## src/rtl/keep_ctrl_pkg.sv

```systemverilog
// Shared constants and FSM encoding for the test-vector keep controller.
// Default parameter values live here so the top and its bitmap agree.
package keep_ctrl_pkg;

    localparam int DEF_NUM_FAULTS  = 1031;
    localparam int DEF_FI_W        = 11;
    localparam int DEF_VEC_W       = 33;
    localparam int DEF_DESIRED_COV = 90;
    localparam int DEF_UT_LIMIT    = 20;
    localparam int DEF_STEPS       = 20;

    typedef enum logic [2:0] {
        IDLE     = 3'd0,
        WAIT_VEC = 3'd1,
        COLLECT  = 3'd2,
        DECIDE   = 3'd3,
        MERGE    = 3'd4,
        EMIT     = 3'd5,
        DONE     = 3'd6
    } keep_state_e;

endpackage

```

## src/rtl/fault_bitmap.sv

```systemverilog
// Accumulated (AT) and current-test (CT) fault-detection bitmaps.
// Single index serves both the CT set and the AT/CT test lookups.
module fault_bitmap
    import keep_ctrl_pkg::*;
#(
    parameter int NUM_FAULTS = DEF_NUM_FAULTS,
    parameter int FI_W       = DEF_FI_W
) (
    input  logic            clk,
    input  logic            rst,
    input  logic            clearAll,
    input  logic            clearCt,
    input  logic            setEn,
    input  logic [FI_W-1:0] idx,
    input  logic            mergeEn,
    output logic            atBit,
    output logic            ctBit
);

    logic [NUM_FAULTS-1:0] atMap_r;
    logic [NUM_FAULTS-1:0] ctMap_r;

    assign atBit = atMap_r[idx];
    assign ctBit = ctMap_r[idx];

    // Accumulated detections: cleared per session, grows by merging CT.
    always_ff @(posedge clk or posedge rst) begin
        if (rst) begin
            atMap_r <= '0;
        end else if (clearAll) begin
            atMap_r <= '0;
        end else if (mergeEn) begin
            atMap_r <= atMap_r | ctMap_r;
        end
    end

    // Detections of the vector under evaluation.
    always_ff @(posedge clk or posedge rst) begin
        if (rst) begin
            ctMap_r <= '0;
        end else if (clearAll || clearCt) begin
            ctMap_r <= '0;
        end else if (setEn) begin
            ctMap_r[idx] <= 1'b1;
        end
    end

endmodule

```

## config.mk

```make
export PLATFORM = sky130hd
export DESIGN_NAME = fault_bitmap
export DESIGN_NICKNAME = d
export VERILOG_FILES = /design/src/rtl/keep_ctrl_pkg.sv /design/src/rtl/fault_bitmap.sv
export SDC_FILE = /design/constraint.sdc
export NUM_CORES = 2
export LEC_CHECK = 0
export ABC_CLOCK_PERIOD_IN_PS = 142000
export CORE_MARGIN = 2
export CORE_UTILIZATION = 39
export DETAILED_ROUTE_END_ITERATION = 6
export PLACE_DENSITY_LB_ADDON = 0.05
export SETUP_SLACK_MARGIN = 0.15
export SLEW_MARGIN = 20
export SYNTH_ARGS = -nofsm -noshare
export SYNTH_HDL_FRONTEND = slang
export SYNTH_SLANG_ARGS = --single-unit
```

## constraint.sdc

```tcl
create_clock -name clk -period 142 [get_ports clk]
set_input_delay 28.4 -clock clk [delete_from_list [all_inputs] [get_ports clk]]
set_output_delay 28.4 -clock clk [all_outputs]
set_load 0.02 [all_outputs]
```

==> flow_summary.ini <==
[global_routing]
gr-total-overflow = 0
grt_pass1_vias = 68100
pin_count_of_the_biggest_net_entering_global_routing = 200
antenna_found_initial = 22
grt_first_pass_wirelength_um = 516000
grt_util_all_layers_pct = 30.6

[job]
drv_cap = 0

[final_layout]
design_area_um2 = 99300
post_route_cells_drive_above_1_share_pct = 9.15
flow.area_growth_from_synthesis_pct = 12.1
nNetsFinal = 8472
nFillCells = 21600

[routing]
vias_per_cell = 5.99
drt-initial-drc-count = 7591
drc_violations_left = 0
vias = 69600
drtPass1Iterations = 6
ant_nets = 0
finalWirelength_um = 357000
post_drt_wl_per_cell_um = 30.6

[floorplan]
core_region_area_um2 = 225000
number_of_cell_rows = 174
dieArea_um2 = 231000
initial_utilization_pct = 39.3
floorplan.die.width_um = 481
ioPinCount = 19
chipHeight_um = 481

[sta]
tightestPinTransition_ps = 1380
timing.slew.headroom_pct = 8.06
grt_setup_unrepaired = no
finalHoldViolCount = 0
final_period_minus_worst_setup_slack_ps = 63880
finalWorstSetupSlack_ps = 78120
finalSetupTns_ps = 0
post-route-period-util_pct = 45.0
timing_max_transition_violations_final = 0
skew_ps = 18.4
timing.fmax_mhz = 15.7
setup-violations-final = 0

[critical_path]
slowest_delay_ps = 860
setup.reg_to_reg.worst_slack_ps = 141170
cpMaxStageDelayCell = sky130_fd_sc_hd__buf_4
crit_path_cell_trace = buf_16 -> buf_4 -> buf_12 -> buf_4 -> buf_4 -> buf_4 -> mux2i_1 -> o22ai_1 -> nor4_1 -> nand2_1 -> a22oi_1 -> nand4_1 -> a22oi_1 -> nand4_1 -> clkdlybuf4s50_1
critPathKind = primary input to output port
worstSetupStartpointType = primary input
sum_of_buffers_and_inverters_on_the_critical_path = 7
crit_top_cell = sky130_fd_sc_hd__buf_4
worst_ep_arrival_time_ps = 35480
crit_path_max_fanout = 96
crit_family = buffers and inverters
worstPathRequired_ps = 113600
critPathCaptureType = output port

[synthesis]
synth_flop_cell = sky130_fd_sc_hd__dfrtp_1
synthesis.nets = 8756
yosys_warn_count = 0
synthDominantAreaCellType = sky130_fd_sc_hd__dfrtp_1
synth_cell_types = 42
synth_enable_flop_cells = 0
netlist_instances = 8739
synth.top_cells.by_area = sky130_fd_sc_hd__dfrtp_1 (58%), sky130_fd_sc_hd__a21oi_1 (12%), sky130_fd_sc_hd__mux2i_1 (9.4%)
ys_ff_latch = 2062
synth-async-reset-ratio_pct = 100
fraction_of_the_yosys_area_taken_by_sequential_cells_pct = 58.3
synth.top_cells.by_count = sky130_fd_sc_hd__nor2_1 (2,171), sky130_fd_sc_hd__a21oi_1 (2,067), sky130_fd_sc_hd__dfrtp_1 (2,062)
post-synth-top-area-fraction_pct = 58.3
synthesized_cell_area_um2 = 88600
synthMostInstantiatedCell = sky130_fd_sc_hd__nor2_1
mean_area_per_synthesized_cell_um2 = 10.1

[power]
power.combinational.fraction_pct = 5.1
totalPowerFinal_uw = 1250
seq_power_share_pct = 47.0
p_sw_uw = 306
power.share.switching_pct = 24.4
power.ir.vdd_worst_v = 0.0000108
clockPowerShare_pct = 47.9
p_leak_uw = 0.0443
cellInternalPower_uw = 945
power-per-cell-area_nw_per_um2 = 12.6

[clock_network]
clock-sinks = 2062
tritoncts.num_buffers = 224
tritoncts = yes
cts_htree_levels = 4
cts.hold.buffers_added = 0
clock_transition_at_the_registers_of_the_reported_paths_ps = 60
cts_repair_resize_count = 0
clock-root-buffer = sky130_fd_sc_hd__clkbuf_16
clk_latency_ps = 880
post_cts_buffers = 0
clock_path_buffers = 3

[placement]
place_congestion = 0.878
port-buffer-count = 18
placement.setup.worst_slack_ps = 78180
post_placement_cell_area_um2 = 91700
detailedPlacementHpwl_um = 203000

[min_path]
hold_path_class = flip-flop to flip-flop

[run_status]
status = finished clean
## worst reg2reg max path: stages (launching register included)
cell and delay (ps):
sky130_fd_sc_hd__dfrtp_1 460, sky130_fd_sc_hd__a21oi_1 170, sky130_fd_sc_hd__nor2_1 60
## final timing paths
check / start / to / cells past startpoint
min in group asynchronous: rst / ctMap_r[479] / 2
worst min-delay path: atMap_r[598] / atMap_r[598] / 2
worst max-delay path: idx[1] / ctBit / 15
max in group asynchronous: rst / atMap_r[600] / 8
worst min register to register: atMap_r[598] / atMap_r[598] / 2
worst max register to register: ctMap_r[764] / atMap_r[764] / 2
## kinds of logic (layout without fill, tap and decap cells)
group	Yosys count	count (layout)	share of synthesized area [%]
buf+inv	749	643	3.61
flops	2062	2062	58.3
mux	932	932	11.9
compound gates	2576	2576	15.4
other cells	0	12	0
simple gates	2420	2420	10.8
## area by class of cell
class                           instances  area [um2]  share of cell area (%)
Clock inverter                         69         778                   0.784
Antenna cell                           12        30.0                  0.0303
Tap cell                             2992        3740                    3.77
Inverter                                3        18.8                  0.0189
Sequential cell                      2062       51600                    52.0
Clock buffer                          335        6690                    6.74
Multi-Input combinational cell       5928       34300                    34.6
Timing Repair Buffer                  236        2050                    2.07
## flip-flops by register name, summed over array words and instances (netlist names)
name / cells
atMap_r: 1031
ctMap_r: 1031
## cell usage in the layout, fill, tap and decap left out, types with 5 or more instances in the layout
| master | synthesis | routed |
|---|---|---|
| sky130_fd_sc_hd__a21oi_1 | 2067 | 2067 |
| sky130_fd_sc_hd__a22oi_1 | 76 | 76 |
| sky130_fd_sc_hd__a31oi_1 | 5 | 5 |
| sky130_fd_sc_hd__buf_12 | 0 | 13 |
| sky130_fd_sc_hd__buf_4 | 14 | 203 |
| sky130_fd_sc_hd__bufinv_16 | 0 | 13 |
| sky130_fd_sc_hd__clkbuf_1 | 476 | 50 |
| sky130_fd_sc_hd__clkbuf_16 | 0 | 229 |
| sky130_fd_sc_hd__clkbuf_8 | 0 | 57 |
| sky130_fd_sc_hd__clkdlybuf4s50_1 | 0 | 14 |
| sky130_fd_sc_hd__clkinv_2 | 0 | 40 |
| sky130_fd_sc_hd__dfrtp_1 | 2062 | 2062 |
| sky130_fd_sc_hd__diode_2 | 0 | 12 |
| sky130_fd_sc_hd__mux2i_1 | 834 | 834 |
| sky130_fd_sc_hd__mux4_2 | 98 | 98 |
| sky130_fd_sc_hd__nand2_1 | 66 | 66 |
| sky130_fd_sc_hd__nand2b_1 | 5 | 5 |
| sky130_fd_sc_hd__nand3_1 | 7 | 7 |
| sky130_fd_sc_hd__nand4_1 | 19 | 19 |
| sky130_fd_sc_hd__nand4bb_4 | 0 | 6 |
| sky130_fd_sc_hd__nor2_1 | 2171 | 2089 |
| sky130_fd_sc_hd__nor2_2 | 10 | 48 |
| sky130_fd_sc_hd__nor2_4 | 0 | 44 |
| sky130_fd_sc_hd__nor4_1 | 101 | 100 |
| sky130_fd_sc_hd__o22ai_1 | 416 | 416 |
## through the flow
| stage | utilization (%) | std cells | hold slack, ps |
|---|---|---|---|
| 6_report | 44.0 | 11600 | 488 |
| 5_1_grt | 44.0 | 11600 | 501 |
| 4_1_cts | 44.0 | 11600 | 494 |
| 3_5_place_dp | 40.7 | 11200 | 478 |
| 3_3_place_gp | 40.7 | 11200 | 472 |
| 2_1_floorplan | - | 8739 | 457 |
## power by group through the flow
stage                     logic [uW]  registers [uW]  clock network (uW)
final                           64.2             588                 599
after global routing            67.5             587                 633
after CTS                       64.4             588                 609
after detailed placement        64.3             598                   0
after global placement          64.1             598                   0
after floorplan                 38.1             601                   0
## routing by layer
layer	routed length (um)	vias to the layer above	global-route usage (%)	share of wire, %
li1	-	30000	-	-
met1	158000	36300	44.1	44
met2	160000	2776	46.6	45
met3	24700	575	5.32	6.9
met4	13300	8	10.7	3.7
met5	51	-	0	0.014
(Power assumes the default switching activity.)
